## src/rtl/seq_divider.sv

```systemverilog
// ============================================================================
// Module   : seq_divider
// Brief    : Multi-cycle restoring divider, signed/unsigned, one quotient bit
//            per clock, with start/busy/done handshake and error flags.
// Revision : 1.0 - initial release
// ============================================================================
`default_nettype none

module seq_divider #(
    parameter int WIDTH     = 16,
    parameter bit SIGNED_EN = 1'b1
) (
    input  logic             clk,
    input  logic             rst,
    input  logic             start,
    input  logic             signed_mode,
    input  logic [WIDTH-1:0] dividend,
    input  logic [WIDTH-1:0] divisor,
    output logic             busy,
    output logic             done,
    output logic [WIDTH-1:0] quotient,
    output logic [WIDTH-1:0] remainder,
    output logic             div_by_zero,
    output logic             overflow
);

    localparam int               CNT_W  = $clog2(WIDTH);
    localparam logic [1:0]       S_IDLE = 2'd0;
    localparam logic [1:0]       S_CALC = 2'd1;
    localparam logic [1:0]       S_FIX  = 2'd2;
    localparam logic [CNT_W-1:0] C_LAST = CNT_W'(WIDTH - 1);
    localparam logic [WIDTH-1:0] C_MIN  = {1'b1, {(WIDTH-1){1'b0}}};

    logic [1:0]       r_state;
    logic [1:0]       w_state_nxt;
    logic [CNT_W-1:0] r_cnt;
    logic [WIDTH-1:0] r_rem;
    logic [WIDTH-1:0] r_quo;
    logic [WIDTH-1:0] r_dvs;
    logic             r_q_neg;
    logic             r_r_neg;
    logic             r_done;
    logic             r_dbz;
    logic             r_ovf;
    logic [WIDTH-1:0] r_quotient;
    logic [WIDTH-1:0] r_remainder;

    logic             w_sgn;
    logic [WIDTH-1:0] w_dvd_mag;
    logic [WIDTH-1:0] w_dvs_mag;
    logic             w_dvs_zero;
    logic [WIDTH:0]   w_shift;
    logic             w_ge;
    logic [WIDTH-1:0] w_sub;

    generate
        if (SIGNED_EN) begin : g_signed
            assign w_sgn     = signed_mode;
            assign w_dvd_mag = (signed_mode && dividend[WIDTH-1]) ? (~dividend + 1'b1) : dividend;
            assign w_dvs_mag = (signed_mode && divisor[WIDTH-1])  ? (~divisor + 1'b1)  : divisor;
        end else begin : g_unsigned
            logic w_unused_signed_mode;
            assign w_unused_signed_mode = signed_mode;
            assign w_sgn     = 1'b0;
            assign w_dvd_mag = dividend;
            assign w_dvs_mag = divisor;
        end
    endgenerate

    assign w_dvs_zero = (divisor == '0);

    // The partial remainder is always below the divisor, so only the shifted
    // value needs the extra top bit; the stored remainder fits in WIDTH bits.
    assign w_shift = {r_rem, r_quo[WIDTH-1]};
    assign w_ge    = (w_shift >= {1'b0, r_dvs});
    assign w_sub   = w_shift[WIDTH-1:0] - r_dvs;

    // State register
    always_ff @(posedge clk) begin
        if (rst) begin
            r_state <= S_IDLE;
        end else begin
            r_state <= w_state_nxt;
        end
    end

    // Next-state logic
    always_comb begin
        w_state_nxt = r_state;
        case (r_state)
            S_IDLE: begin
                if (start) begin
                    w_state_nxt = w_dvs_zero ? S_FIX : S_CALC;
                end
            end
            S_CALC: begin
                if (r_cnt == C_LAST) begin
                    w_state_nxt = S_FIX;
                end
            end
            S_FIX:   w_state_nxt = S_IDLE;
            default: w_state_nxt = S_IDLE;
        endcase
    end

    // Output logic
    always_comb begin
        busy = 1'b0;
        if (r_state != S_IDLE) begin
            busy = 1'b1;
        end
    end

    // Datapath
    always_ff @(posedge clk) begin
        if (rst) begin
            r_cnt       <= '0;
            r_rem       <= '0;
            r_quo       <= '0;
            r_dvs       <= '0;
            r_q_neg     <= 1'b0;
            r_r_neg     <= 1'b0;
            r_done      <= 1'b0;
            r_dbz       <= 1'b0;
            r_ovf       <= 1'b0;
            r_quotient  <= '0;
            r_remainder <= '0;
        end else begin
            r_done <= 1'b0;
            case (r_state)
                S_IDLE: begin
                    if (start) begin
                        r_cnt <= '0;
                        r_dbz <= w_dvs_zero;
                        r_ovf <= w_sgn && (dividend == C_MIN) && (divisor == '1);
                        r_dvs <= w_dvs_mag;
                        if (w_dvs_zero) begin
                            // Divide-by-zero result is raw and never sign-corrected
                            r_quo   <= '1;
                            r_rem   <= dividend;
                            r_q_neg <= 1'b0;
                            r_r_neg <= 1'b0;
                        end else begin
                            r_quo   <= w_dvd_mag;
                            r_rem   <= '0;
                            r_q_neg <= w_sgn && (dividend[WIDTH-1] ^ divisor[WIDTH-1]);
                            r_r_neg <= w_sgn && dividend[WIDTH-1];
                        end
                    end
                end
                S_CALC: begin
                    r_quo <= {r_quo[WIDTH-2:0], w_ge};
                    r_rem <= w_ge ? w_sub : w_shift[WIDTH-1:0];
                    r_cnt <= r_cnt + 1'b1;
                end
                S_FIX: begin
                    r_quotient  <= r_q_neg ? (~r_quo + 1'b1) : r_quo;
                    r_remainder <= r_r_neg ? (~r_rem + 1'b1) : r_rem;
                    r_done      <= 1'b1;
                end
                default: begin
                    r_done <= 1'b0;
                end
            endcase
        end
    end

    assign done        = r_done;
    assign quotient    = r_quotient;
    assign remainder   = r_remainder;
    assign div_by_zero = r_dbz;
    assign overflow    = r_ovf;

endmodule

`default_nettype wire

```

## config.mk

```make
export PLATFORM = sky130hd
export DESIGN_NAME = seq_divider
export DESIGN_NICKNAME = d
export VERILOG_FILES = /design/src/rtl/seq_divider.sv
export SDC_FILE = /design/constraint.sdc
export NUM_CORES = 1
export LEC_CHECK = 0
export CAP_MARGIN = 15
export CORE_ASPECT_RATIO = 2
export CORE_UTILIZATION = 51
export CTS_CLUSTER_SIZE = 30
export DETAILED_ROUTE_END_ITERATION = 8
export PLACE_DENSITY_LB_ADDON = 0.12
export RECOVER_POWER = 25
export SETUP_SLACK_MARGIN = 0.2
export SKIP_CTS_REPAIR_TIMING = 1
export SYNTH_ARGS = -nofsm -noshare
export SYNTH_HDL_FRONTEND = slang
export SYNTH_SLANG_ARGS = --single-unit
```

## constraint.sdc

```tcl
create_clock -name clk -period 2.4 [get_ports clk]
set_input_delay 0.48 -clock clk [delete_from_list [all_inputs] [get_ports clk]]
set_output_delay 0.48 -clock clk [all_outputs]
set_load 0.02 [all_outputs]
```

==> flow_metrics.tcl, run 1 <==
set metrics [dict create \
    outcome "complete, but fails checks" \
    violations_in_the_final_reports "setup timing" \
    reg2reg_from "r_quo[15]" \
    timing.final.crit_share_pct 100.1 \
    combinationalPowerShare_pct 39.0 \
    max_slew.worst_pin.slew_ns 0.9553 \
    slowest_delay_ns 0.36 \
    grt_pass1_wl_microns 31120 \
    place.detailed.instances 1037 \
    clk_pin_slew_worst_paths_ns 0.07 \
    post-synth-top-area-cell "sky130_fd_sc_hd__dfxtp_1" \
    cells_after_synth 754 \
    detailedRoute.firstPassIterationCount 6 \
    path_max_fanout 3 \
    worstSetupPathType "register to register" \
    power.share.clock_pct 28.5 \
    switching_power_uw 1817 \
    number_of_antenna_violations_at_the_first_check_in_global_routing 0 \
    worst_clock_skew_ns 0.008705 \
    clock_latency_ns 0.35 \
    r2r_slack_ns -0.002 \
    place_congestion 1.072 \
    synth_enable_flop_cells 0 \
    globalRouteOverflowTotal 0 \
    crit_path_frequent_cell "sky130_fd_sc_hd__inv_2" \
    top_level_ports 72 \
    crit_arrival_ns 2.65 \
    tritoncts "done" \
    rr_worst_depth 10 \
    dr_total_vias 6369 \
    yosysMostFrequentCell "sky130_fd_sc_hd__dfxtp_1" \
    top_area_cells_in_the_synthesized_netlist "sky130_fd_sc_hd__dfxtp_1 31%, sky130_fd_sc_hd__a21oi_1 5.9%, sky130_fd_sc_hd__nor2_1 5.5%" \
    rsz0062_at_grt "true" \
    drc_errors 0 \
    wl_microns 20930 \
    worst_setup_path_end_kind "register" \
    max-clock-path-buffers 2 \
    top_cells_by_instance_count_after_synthesis "91 x sky130_fd_sc_hd__dfxtp_1, 86 x sky130_fd_sc_hd__nor2_1, 70 x sky130_fd_sc_hd__a21oi_1" \
    maxSlewViolCount 0 \
    layout-drive-gt1-share_pct 26.25 \
    grt_start_max_net_pins 55 \
    final_hold_viol_count 0 \
    antenna_cells_inserted 0 \
    final_critical_path_setup_slack_ns -0.001714 \
    initial_core_util_pct 52.26 \
    p_seq_share_pct 32.5 \
    critPathLaunchType "register" \
    drtAntennaViolNets 0 \
    worstHoldPathType "register to register" \
    crit_cells 10 \
    worst_hold_path.num_cells 2 \
    via_count_of_the_first_global_routing_pass 6202 \
    syn_to_final_growth_pct 42.98 \
    grt_use_total_pct 33.73 \
    critPathLaunch "r_quo[15]" \
    htreeDepth 3 \
    finalCoreUtilization_pct 74.72 \
    crit_path_top_delay_cell "sky130_fd_sc_hd__fa_2" \
    num_rows 55 \
    netlist.area_leader.share_pct 30.89 \
    slew-limit-headroom_pct 36.32 \
    cts_root_buffer "sky130_fd_sc_hd__clkbuf_16" \
    vias_per_cell 5.986 \
    io_buffers 71 \
    finalSetupViolCount 1 \
    synth.yosys.warnings 0 \
    synth.cell_area_sq_um 5898 \
    dp_slack_ns -0.4439 \
    worst_hold_startpoint "quotient[10]" \
    cts_sinks 91 \
    finish.net_count 976 \
    finish.cell_count_without_fillers 1064 \
    yosysSeqAreaShare_pct 30.89 \
    postSynth.asyncResetShare_pct 0 \
    power.static_leakage_uw 0.003386 \
    yosys_register_bits 91 \
    detailedPlacementHpwl_microns 15870 \
    yosys.cell_types.count 64 \
    core_area_sq_um 11290 \
    max_cap_viol_count 0 \
    ir_worst_vdd_mv 0.4653 \
    achievable-frequency_mhz 416.4 \
    avgRoutedWirePerCell_microns 19.67 \
    critical_path.cell_chain "inv_2, ha_4, inv_2, fa_2, a21o_1, a221oi_4, o211ai_1, xor2_1, nand2_1, a221oi_2" \
    die_width_microns 78.04 \
    postSynthAreaPerCell_sq_um 7.822 \
    die-height_microns 154.1 \
    synth_flop_cell "sky130_fd_sc_hd__dfxtp_1" \
    power.internal_uw 3412 \
    die-area_sq_um 12020 \
    worstPathRequired_ns 2.65 \
    power_density_nw_per_um2 620.0 \
    critPathBufInv 2 \
    cpLargestDelayFamily "compound AO/OA/AOI/OAI gates" \
    post-route-min-period_ns 2.402 \
    detail_route.iter0.violations 289 \
    synthesis.nets 813 \
    cts_made_buffers 9 \
    switching_share_pct 34.75 \
]
-- through the flow --
step | power (uW) | area (sq um) | hold WS, ns | TNS [ns]
finish | 5229 | 8433 | 0.4502 | -0.001714
global route | 5459 | 8433 | 0.4690 | -0.2029
CTS | 4888 | 7809 | 0.4520 | -0.5481
detailed placement | 3426 | 7498 | 0.4422 | -7.848
global placement | 3386 | 7498 | 0.4371 | -6.638
floorplan | 2723 | 5908 | 0.4319 | 0
-- layout by cell type, fill, tap and decap left out, types with 8 or more instances in the layout --
master                            count
sky130_fd_sc_hd__buf_4              122
sky130_fd_sc_hd__nor2_1              85
sky130_fd_sc_hd__dfxtp_1             83
sky130_fd_sc_hd__a21oi_1             65
sky130_fd_sc_hd__nand2_1             61
sky130_fd_sc_hd__clkdlybuf4s50_1     44
sky130_fd_sc_hd__a211oi_1            38
sky130_fd_sc_hd__inv_1               30
sky130_fd_sc_hd__xor2_1              30
sky130_fd_sc_hd__xnor2_1             28
sky130_fd_sc_hd__o21ai_0             23
sky130_fd_sc_hd__dlymetal6s2s_1      16
sky130_fd_sc_hd__nor3_1              13
sky130_fd_sc_hd__ha_4                13
sky130_fd_sc_hd__o31ai_1             10
sky130_fd_sc_hd__nand4_1             10
sky130_fd_sc_hd__a221o_1             10
sky130_fd_sc_hd__dlygate4sd3_1       10
sky130_fd_sc_hd__or3_1                9
sky130_fd_sc_hd__a31oi_1              9
sky130_fd_sc_hd__nand3_1              9
sky130_fd_sc_hd__a21o_1               9
sky130_fd_sc_hd__inv_2                9
sky130_fd_sc_hd__ha_1                 9
sky130_fd_sc_hd__clkbuf_16            9
sky130_fd_sc_hd__dfxtp_2              8
-- sequential cells by signal, summed over array words and instances, names as in the netlist --
register / count
div_by_zero: 1
done: 1
overflow: 1
quotient: 16
r_cnt: 4
r_dvs: 16
r_q_neg: 1
r_quo: 16
r_r_neg: 1
r_rem: 16
r_state: 2
remainder: 16
-- final timing paths --
check / endpoint
setup / recovery: r_rem[12]
hold / removal: quotient[10]
setup reg to reg: r_rem[12]
hold reg to reg: quotient[10]
-- logic make-up (layout without fill, tap and decap cells) --
kind of cell               count (synthesis)  in the layout  synth area share (%)
AOI/OAI and AO/OA                        238            238                 28.11
xor gates and xnor gates                  58             58                 8.613
adders and majority gates                 23             23                 5.006
buffers and inverters                     91            259                 6.046
DFF                                       91             91                 30.89
muxes                                      6              6                 1.039
and+or+nand+nor                          247            247                 20.30
-- worst register-to-register path, cell delays in order (launching register included) --
cell and delay, ns:
sky130_fd_sc_hd__dfxtp_2 0.33, sky130_fd_sc_hd__inv_2 0.08, sky130_fd_sc_hd__ha_4 0.15, sky130_fd_sc_hd__inv_2 0.04, sky130_fd_sc_hd__fa_2 0.36, sky130_fd_sc_hd__a21o_1 0.22, sky130_fd_sc_hd__a221oi_4 0.27, sky130_fd_sc_hd__o211ai_1 0.16
sky130_fd_sc_hd__xor2_1 0.32, sky130_fd_sc_hd__nand2_1 0.12, sky130_fd_sc_hd__a221oi_2 0.27
-- power groups by stage --
stage | clock, uW | combinational [uW] | sequential, uW
6_report | 1490 | 2040 | 1700
3_5_place_dp | 0 | 1710 | 1720
5_1_grt | 1560 | 2190 | 1710
4_1_cts | 1490 | 1720 | 1680
2_1_floorplan | 0 | 1020 | 1700
3_3_place_gp | 0 | 1670 | 1710
-- area by class of cell --
cell class                 instances  area [sq um]
timing repair buffer             203          1754
tap                              142         177.7
clock buffer                      10         239.0
sequential                        91          1832
inverter                          40         152.6
fill                             885          2853
clock inverter                     6         71.32
multi-input combinational        572          4207
-- metal layers --
metal  vias to the layer above  track usage, %  routed length, microns  part of all wire (%)
li1                       3079               -                       -                     -
met1                      2998           31.72                    7223                    35
met2                       210           61.24                   11240                    54
met3                        82           5.697                     775                   3.7
met4                         0           29.01                    1695                   8.1
met5                         -               0                       0                     0
No activity file was read; power rests on OpenSTA's default activity.
==> run 2: changes to the inputs <==
Settings changed: SLEW_MARGIN set to 40, TNS_END_PERCENT set to 1.
==> flow_metrics.tcl, run 2 (same netlist as run 1, synthesis figures left out) <==
set metrics [dict create \
    die_width_microns 78.04 \
    finalSetupViolCount 0 \
    clk_pin_slew_worst_paths_ns 0.07 \
    syn_to_final_growth_pct 36.08 \
    avgRoutedWirePerCell_microns 18.79 \
    p_seq_share_pct 33.4 \
    post-route-min-period_ns 2.351 \
    power.internal_uw 3368 \
    worst_hold_startpoint "quotient[8]" \
    cts_sinks 91 \
    timing.final.crit_share_pct 97.95 \
    grt_pass1_wl_microns 30600 \
    layout.cells.most_common "sky130_fd_sc_hd__buf_4" \
    antenna_cells_inserted 0 \
    max_cap_viol_count 0 \
    clock_latency_ns 0.35 \
    power.share.clock_pct 30.8 \
    dr_total_vias 6347 \
    worstHoldPathType "register to register" \
    slowest_delay_ns 0.48 \
    critPathLaunchType "input port" \
    max_slew.worst_pin.slew_ns 0.9396 \
    layout-drive-gt1-share_pct 20.69 \
    layout.cells.most_common_list "108 x sky130_fd_sc_hd__buf_4, 88 x sky130_fd_sc_hd__dfxtp_1, 86 x sky130_fd_sc_hd__nor2_1" \
    num_rows 55 \
    critPathLaunch "dividend[7]" \
    critPathBufInv 2 \
    number_of_antenna_violations_at_the_first_check_in_global_routing 0 \
    worst_clock_skew_ns 0.01047 \
    tritoncts "done" \
    cts_made_buffers 9 \
    die-area_sq_um 12020 \
    cpLargestDelayFamily "compound AO/OA/AOI/OAI gates" \
    power.static_leakage_uw 0.003162 \
    switching_share_pct 33.38 \
    grt_use_total_pct 33.03 \
    slew-limit-headroom_pct 37.36 \
    vias_per_cell 6.068 \
    drtAntennaViolNets 0 \
    rsz0062_at_grt "true" \
    core_area_sq_um 11290 \
    place_congestion 1.097 \
    combinationalPowerShare_pct 35.8 \
    drc_errors 0 \
    crit_arrival_ns 2.58 \
    worst_setup_path_end_kind "register" \
    totalPowerFinal_uw 5056 \
    cts_root_buffer "sky130_fd_sc_hd__clkbuf_16" \
    via_count_of_the_first_global_routing_pass 6151 \
    critical_path.cell_chain "clkdlybuf4s50_1, or4_4, buf_12, o31ai_1, xor2_1, a221oi_1, a21oi_1, nor2_1" \
    worstSetupPathType "input port to register" \
    grt_start_max_net_pins 55 \
    achievable-frequency_mhz 425.4 \
    power_density_nw_per_um2 629.9 \
    switching_power_uw 1688 \
    wl_microns 19650 \
    reg2reg_from "r_dvs[4]" \
    detailedPlacementHpwl_microns 15430 \
    maxSlewViolCount 0 \
    detail_route.iter0.violations 286 \
    initial_core_util_pct 52.26 \
    crit_path_top_delay_cell "sky130_fd_sc_hd__or4_4" \
    final_hold_viol_count 0 \
    die-height_microns 154.1 \
    io_buffers 71 \
    detailedRoute.firstPassIterationCount 5 \
    hold-worst-slack_ns 0.4547 \
    top_level_ports 72 \
    htreeDepth 3 \
    outcome "complete, no violations" \
    ir_worst_vdd_mv 0.4856 \
    path_max_fanout 5 \
    worstPathRequired_ns 2.63 \
    globalRouteOverflowTotal 0 \
    finish.net_count 959 \
    max-clock-path-buffers 2 \
]
-- run 2: worst register-to-register path: stages (launching register included) --
cell,delay (ns)
sky130_fd_sc_hd__dfxtp_1,0.33
sky130_fd_sc_hd__inv_1,0.08
sky130_fd_sc_hd__ha_2,0.40
sky130_fd_sc_hd__and3_1,0.23
sky130_fd_sc_hd__nand3_1,0.20
sky130_fd_sc_hd__a31o_2,0.27
sky130_fd_sc_hd__a21oi_2,0.17
sky130_fd_sc_hd__buf_4,0.17
sky130_fd_sc_hd__nand3_1,0.09
sky130_fd_sc_hd__a211oi_2,0.24
-- run 2: metrics by stage --
step	utilization [%]	worst slack (ns)	TNS [ns]	instance area, sq um	instances
final	71.12	0.04923	0	8026	1046
after global routing	71.12	0.02780	0	8026	1046
after CTS	68.47	-0.09677	-0.4189	7727	1038
after detailed placement	65.61	-0.4666	-10.24	7405	1023
after global placement	65.61	-0.4431	-8.481	7405	1023
after floorplan	-	0.1376	0	5904	754
-- run 2: power groups by stage --
stage	Sequential (uW)	Clock, uW	Combinational (uW)
after floorplan	1700	0	1020
after global placement	1710	0	1610
after detailed placement	1720	0	1640
after CTS	1680	1570	1650
after global routing	1700	1640	1960
final	1690	1560	1810
-- run 2: worst paths after layout --
kind	to	slack, ns	depth (start not counted)
min	quotient[8]	0.45	2
max reg2reg	r_rem[9]	0.14	9
min reg2reg	quotient[8]	0.45	2
max	r_quo[9]	0.05	8
-- run 2: routing by layer --
metal	share of wire (%)	GRT usage [%]	routed length, microns
met5	0	0	0
met4	7.6	23.90	1490
met3	4.2	4.866	820
met2	53	62.07	10440
met1	35	31.52	6903
-- run 2: final cells by class --
| type | instances | area [sq um] |
|---|---|---|
| Inverter | 40 | 150.1 |
| Clock inverter | 6 | 97.59 |
| Multi-Input combinational cell | 572 | 3948 |
| Sequential cell | 91 | 1826 |
| Fill cell | 955 | 3259 |
| Timing Repair Buffer | 186 | 1603 |
| Tap cell | 142 | 177.7 |
| Clock buffer | 9 | 225.2 |
